<file path="src/rtl/usi_dma_hs_bridge.sv">
// DMA handshake bridge between one USI instance and a DMAC RX/TX channel pair.
// Optional macro USI_DMA_TRUST_GATE_EN: requests are gated by trust, and loss of trust aborts an active request.
module usi_dma_hs_bridge #(
  parameter int TMO_W   = 8,
  parameter int TMO_CYC = 200,
  parameter int HOLDOFF = 2
) (
  input  logic       clk,
  input  logic       rst,
  input  logic       usi_req_rx,
  input  logic       usi_req_tx,
  output logic       usi_ack_rx,
  output logic       usi_ack_tx,
  output logic       dmac_req_rx,
  output logic       dmac_req_tx,
  input  logic       dmac_ack_rx,
  input  logic       dmac_ack_tx,
  input  logic       trust,
  input  logic [1:0] err_clr,
  output logic [1:0] err_sts,
  output logic       err_intr
);

  typedef enum logic [1:0] {ST_IDLE, ST_REQ, ST_ACK, ST_HOLD} state_t;

  localparam logic [TMO_W-1:0] TMO_LAST  = TMO_W'(TMO_CYC - 1);
  localparam logic [TMO_W-1:0] HOLD_LOAD = TMO_W'(HOLDOFF - 1);

  logic [1:0] usi_req_v;
  logic [1:0] dmac_ack_v;
  logic [1:0] dmac_req_v;
  logic [1:0] usi_ack_v;
  logic [1:0] new_err;
  logic [1:0] err_sts_reg;
  logic [1:0] err_sts_next;
  logic       err_intr_reg;
  logic       trust_ok;

  assign usi_req_v  = {usi_req_tx, usi_req_rx};
  assign dmac_ack_v = {dmac_ack_tx, dmac_ack_rx};

`ifdef USI_DMA_TRUST_GATE_EN
  assign trust_ok = trust;
`else
  logic unused_trust;
  assign unused_trust = trust;
  assign trust_ok     = 1'b1;
`endif

  genvar gi;
  generate
    for (gi = 0; gi < 2; gi++) begin : g_chan
      state_t           state_reg;
      logic [TMO_W-1:0] cnt_reg;
      logic             dmac_req_reg;
      logic             usi_ack_reg;
      logic             timeout;
      logic             abort;

      // An ack arriving on the last REQ cycle wins over the timeout.
      always_comb begin
        abort   = 1'b0;
        timeout = 1'b0;
        if (state_reg == ST_REQ) begin
          abort   = ~trust_ok;
          timeout = ~dmac_ack_v[gi] && (cnt_reg == TMO_LAST);
        end
      end

      assign new_err[gi] = abort | timeout;

      always_ff @(posedge clk) begin
        if (rst) begin
          state_reg    <= ST_IDLE;
          cnt_reg      <= '0;
          dmac_req_reg <= 1'b0;
          usi_ack_reg  <= 1'b0;
        end else begin
          case (state_reg)
            ST_IDLE: begin
              if (usi_req_v[gi] && trust_ok) begin
                state_reg    <= ST_REQ;
                cnt_reg      <= '0;
                dmac_req_reg <= 1'b1;
              end
            end
            ST_REQ: begin
              if (abort || timeout) begin
                state_reg    <= ST_HOLD;
                cnt_reg      <= HOLD_LOAD;
                dmac_req_reg <= 1'b0;
              end else if (dmac_ack_v[gi]) begin
                state_reg    <= ST_ACK;
                dmac_req_reg <= 1'b0;
                usi_ack_reg  <= 1'b1;
              end else begin
                cnt_reg <= cnt_reg + 1'b1;
              end
            end
            ST_ACK: begin
              state_reg   <= ST_HOLD;
              cnt_reg     <= HOLD_LOAD;
              usi_ack_reg <= 1'b0;
            end
            default: begin
              // Hold-off: requests are ignored until the countdown expires.
              if (cnt_reg == '0) begin
                state_reg <= ST_IDLE;
              end else begin
                cnt_reg <= cnt_reg - 1'b1;
              end
            end
          endcase
        end
      end

      assign dmac_req_v[gi] = dmac_req_reg;
      assign usi_ack_v[gi]  = usi_ack_reg;
    end
  endgenerate

  // A new error in the same cycle as its clear keeps the bit set.
  assign err_sts_next = (err_sts_reg & ~err_clr) | new_err;

  always_ff @(posedge clk) begin
    if (rst) begin
      err_sts_reg  <= '0;
      err_intr_reg <= 1'b0;
    end else begin
      err_sts_reg  <= err_sts_next;
      err_intr_reg <= |err_sts_next;
    end
  end

  assign dmac_req_rx = dmac_req_v[0];
  assign dmac_req_tx = dmac_req_v[1];
  assign usi_ack_rx  = usi_ack_v[0];
  assign usi_ack_tx  = usi_ack_v[1];
  assign err_sts     = err_sts_reg;
  assign err_intr    = err_intr_reg;

endmodule

</file>
<file path="config.mk">
export PLATFORM = sky130hd
export DESIGN_NAME = usi_dma_hs_bridge
export DESIGN_NICKNAME = d
export VERILOG_FILES = /design/src/rtl/usi_dma_hs_bridge.sv
export SDC_FILE = /design/constraint.sdc
export NUM_CORES = 1
export LEC_CHECK = 0
export BUFFER_PORTS_ARGS = -buffer_cell sky130_fd_sc_hd__buf_2
export CORE_MARGIN = 3
export CORE_UTILIZATION = 54
export CTS_CLUSTER_DIAMETER = 120
export DETAILED_ROUTE_END_ITERATION = 7
export GPL_ROUTABILITY_DRIVEN = 0
export PLACE_DENSITY = 0.87
export SKIP_LAST_GASP = 1
export SYNTH_ARGS = -nofsm -noshare
export SYNTH_HDL_FRONTEND = slang
export SYNTH_SLANG_ARGS = --single-unit
</file>
<file path="constraint.sdc">
create_clock -name clk -period 2.2 [get_ports clk]
set_input_delay 0.11 -clock clk [delete_from_list [all_inputs] [get_ports clk]]
set_output_delay 0.11 -clock clk [all_outputs]
set_load 0.005 [all_outputs]
</file>
; ---- Word-level counts from Yosys, hierarchy flattened
; Index checks and enable logic that the tools add are counted.
[op_classes]
addsub = 4
eq_ne = 18
n_mux = 36
bitwise_logic = 5
reduce_logical = 21
[ops]
columns = op, n
row1 = $mux 8, 8
row2 = $pmux 8 s3, 2
row3 = $reduce_and 3->1, 8
row4 = $add 8x1->8 const B, 2
row5 = $eq 8x8->1 const B, 2
row6 = $logic_not 8->1, 2
row7 = $mux 2, 8
row8 = $sub 8x1->8 const B, 2
row9 = $mux 1, 12
row10 = $ne 2x2->1 const B, 6
row11 = $ne 3x3->1 const B, 4
row12 = $pmux 2 s3, 2
row13 = $ne 4x2->1 const B, 2
row14 = $pmux 1 s2, 4
row15 = $reduce_bool 2->1, 4
row16 = $reduce_bool 4->1, 2
row17 = $eq 2x1->1 const B, 2
row18 = $eq 2x2->1 const B, 2
row19 = $logic_not 2->1, 2
row20 = $and 2x2->2, 1
row21 = $logic_and 1x1->1, 2
row22 = $not 1->1, 2
row23 = $not 2->2, 1
row24 = $or 2x2->2, 1
row25 = $reduce_or 2->1, 1
[word_totals]
ff_bits = 27
wordCells = 94

; ---- Longest topological paths before layout
[depth]
depth_word = 5
depth_mapped = 9
ltp_nobuf = 7

; ---- Worst setup path after synthesis
; OpenSTA, ideal clock, no wires.
[synth_path]
kind = register to register
startpoint = reg g_chan[1].state_reg[1]
endpoint = reg g_chan[1].state_reg[0]
arrival_time_ns = 2.084
t_required_ns = 2.133
slack_ns = 0.048
stages_incl_launch_ff = 9
path_buffers = 1
synth_period_minus_slack_ns = 2.152
cell_sequence = dfxtp_1 > inv_1 > ha_1 > nand4b_1 > or4_4 > buf_6 > a221o_1 > a211o_1 > a21oi_2
[synth_via]
elab_chain_cells = 4
[synth_lines]
columns = element, line
row1 = "start, declared", 53  ; state_t state_reg;
row2 = "start signal, assigned", 74  ; state_reg <= ST_IDLE;
row3 = "start signal, assigned", 82  ; state_reg <= ST_REQ;
row4 = "start signal, assigned", 89  ; state_reg <= ST_HOLD;
row5 = $eq 2x1->1, "64, 79"
row6 = $mux 1, 64  ; if (state_reg == ST_REQ) begin
row7 = $ne 3x3->1 (no line) or $mux 2 (tied branches), n/a
row8 = $reduce_and 3->1 (no line) or $pmux 2 s3 (tied branches), n/a
; Several ways; a longest one is shown, not always the timed one.
; A chain may end at the register's enable or synchronous reset.

; ---- Final worst setup path
[layout_path]
startpoint = reg g_chan[1].cnt_reg[1]
endpoint = reg g_chan[1].state_reg[0]
[layout_via]
elab_chain_cells = 5
[layout_lines]
columns = element, line
row1 = "start, declared", 54  ; logic [TMO_W-1:0] cnt_reg;
row2 = "start signal, assigned", 97  ; cnt_reg <= cnt_reg + 1'b1;
row3 = "start signal, assigned", 110  ; cnt_reg <= cnt_reg - 1'b1;
row4 = $eq 8x8->1, 66  ; timeout = ~dmac_ack_v[gi] && (cnt_reg == TMO_LAST);
row5 = $logic_and 1x1->1, 66
row6 = $mux 1, 64
row7 = $ne 3x3->1 (no line) or $mux 2 (tied branches), n/a
row8 = $reduce_and 3->1 (no line) or $pmux 2 s3 (tied branches), n/a
; Several ways; a longest one is shown, not always the timed one.

==> out/metrics.yaml <==
status:
  status: "complete, no violations"
logic_synthesis:
  async_flop_share: 0
  ys_ff_latch: 27
  syn-num-nets: 275
  synth-seq-area-share: 0.2787
  synth_edf_count: 0
  synthTopCellsByArea: "dfxtp_1 (28%), ha_1 (9.0%), a21oi_1 (7.5%)"
  syn_inst: 252
  ys_warn_count: 0
  syn_area_mm2: 0.001939
  synth_top_area_frac: 0.2787
  yosysTopAreaCell: "dfxtp_1"
  ys_types: 49
  yosys_most_used_dff: "dfxtp_1"
  avgSynthCellArea_um2: 7.696
worst_setup_path:
  endpoint_kind: "register"
  worstSetupStartpoint: "g_chan[1].cnt_reg[1]$_SDFFE_PP0P_"
  reg2reg_from: "g_chan[1].cnt_reg[1]$_SDFFE_PP0P_"
  startpoint_type: "register"
  setup.worst_path.class: "reg -> reg"
  reg2reg_depth: 6
  worstPathArrival_ns: 2.36
  required_ns: 2.48
  path_max_fanout: 6
  r2r-end: "g_chan[1].state_reg[0]$_SDFFE_PP0P_"
  reg2reg_slack_ns: 0.12
min_path:
  hp-class: "in -> reg"
  hold_start: "err_clr[1]"
  min_to: "err_sts[1]$_SDFF_PP0_"
  holdPathStages: 3
floorplan:
  fp-row-count: 21
  die_area_mm2: 0.004347
  core_area_mm2: 0.003390
  io_pins: 16
  initial_core_util: 0.5722
  dieWidth_um: 65.93
  die_y_um: 65.93
sta:
  tightest_slew_ns: 0.6383
  drv_slew: 0
  setup_tns_ns: 0
  fin_crit_ns: 2.081
  fin_worst_skew_ns: 0.01080
  setup_viol: 0
  fin_crit_sh: 0.9460
  rsz0062_at_grt: "no"
  maxSlewHeadroom: 0.5705
  finalHoldViolCount: 0
  max_freq_mhz: 480.5
place:
  dp.cells: 309
  io_buffers: 14
  dp_hpwl_um: 3346
drt:
  routed_via_density: 6.262
  finalWirelength_um: 4594
  drc_errors: 0
  wl_per_cell_um: 14.68
  drt_pass1_iterations: 4
  vias: 1960
  drtAntennaViolNets: 0
  drtIter0Drc: 109
cells_and_area:
  areaGrowthSynthToFinish_pct: 8.258
  stdcell_count: 313
  fill_cells: 276
  drive_above_1_share: 0.1461
  largest_reg_flops: 16
  final_common_cell: "a21oi_1"
  fin_util: 0.6194
  antenna_cells: 0
  final_cell_mix: "a21oi_1 (29), dfxtp_1 (27), nand2_1 (23)"
  nNetsFinal: 291
power:
  total_leakage_power_nw: 0.8522
  clkPwrFrac: 0.096
  swShare: 0.4797
  p_comb_frac: 0.611
  p_int_mw: 1.235
  powerDensity_mw_per_mm2: 1131
  p_seq_frac: 0.292
  power_switching_mw: 1.139
  peakVddDrop_uv: 691.2
clock_network:
  tritoncts: "done"
  cts-root-buf: "clkbuf_4"
  clk_latency_ns: 0.34
  cts_buffers: 3
  numClockSinks: 27
  clk_pin_slew_ns: 0.16
  htreeDepth: 1
  cts.path.max_buffers: 2
grt:
  grt_pass1_wl_um: 7879
  overflow: 0
  grt_usage: 0.2225
  antenna_found_initial: 0
  first_global_vias: 1785
  grt_max_degree: 19
run:
  drv_cap: 0
## power by group through the flow
stage / clock network, mW / registers [mW] / logic (mW)
2_1_floorplan: 0 / 0.693 / 1.08
3_3_place_gp: 0 / 0.695 / 1.35
3_5_place_dp: 0 / 0.703 / 1.40
4_1_cts: 0.230 / 0.693 / 1.42
5_1_grt: 0.244 / 0.710 / 1.61
6_report: 0.229 / 0.694 / 1.45
## cell families after synthesis
group,after synthesis,share of synthesized area
and+or+nand+nor,94,0.2497
AOI/OAI and AO/OA,75,0.2613
buffers and inverters,35,0.08709
DFF,27,0.2787
adders and majority gates,14,0.09032
xor gates and xnor gates,5,0.02258
muxes,2,0.01032
## timing repair
action                     CTS  global route
setup endpoints to repair    0             8
gates resized for setup      0             2
buffers inserted             0             0
hold buffers                 0             0
## per-stage QoR
stage                     setup slack, ns  power [mW]  area, um2  hold WS (ns)
after floorplan                   0.04830       1.774       1939        0.2254
after global placement             0.1719       2.046       2067        0.4047
after detailed placement           0.1581       2.106       2067        0.4101
after CTS                         0.09324       2.339       2095       0.04260
after global routing              0.01002       2.563       2100       0.05059
final                              0.1188       2.374       2100       0.03755
## cell type report
cell class,instances,area (um2),share of cell area
tap,46,57.56,0.02741
clock buffer,3,22.52,0.01073
inverter,19,71.32,0.03397
sequential,27,540.5,0.2574
clock inverter,1,5.005,0.002384
timing repair buffer,27,167.7,0.07986
multi-input combinational,190,1235,0.5882
## cell usage after synthesis, drive strengths merged (3+ instances only)
cell type  count
inv           19
a221oi         4
nand4          5
nand2         25
nor2b          4
a22oi          3
dfxtp         27
nand3          9
o32ai          6
ha            14
nor2          19
a21oi         30
nand2b         4
o21ai          7
or3            5
a31oi          3
nor4           4
a211oi         3
clkbuf        12
xnor2          5
buf            4
nor3          10
## worst max-delay path by stage
stage	end	slack [ns]	depth (start not counted)
after floorplan	g_chan[1].state_reg[0]$_SDFFE_PP0P_	0.05	8
after global placement	g_chan[1].state_reg[0]$_SDFFE_PP0P_	0.17	6
after detailed placement	g_chan[1].state_reg[0]$_SDFFE_PP0P_	0.16	6
after CTS	g_chan[1].state_reg[0]$_SDFFE_PP0P_	0.09	6
after global routing	g_chan[1].state_reg[0]$_SDFFE_PP0P_	0.01	6
final	g_chan[1].state_reg[0]$_SDFFE_PP0P_	0.12	6
## metal layers
layer	global-route usage	share of wire	vias to the layer above
li1	-	-	948
met1	0.3188	0.46	928
met2	0.3542	0.46	77
met3	0.01531	0.068	7
met4	0.07107	0.010	0
met5	0	0	-
## worst max-delay path: stages, from the launching register on
cell	delay, ns
dfxtp_1	0.46
ha_2	0.29
nand2_8	0.05
or4_4	0.42
a221o_1	0.38
a211o_1	0.30
a21oi_2	0.13
Note: power is estimated with default switching activity, not from simulation.
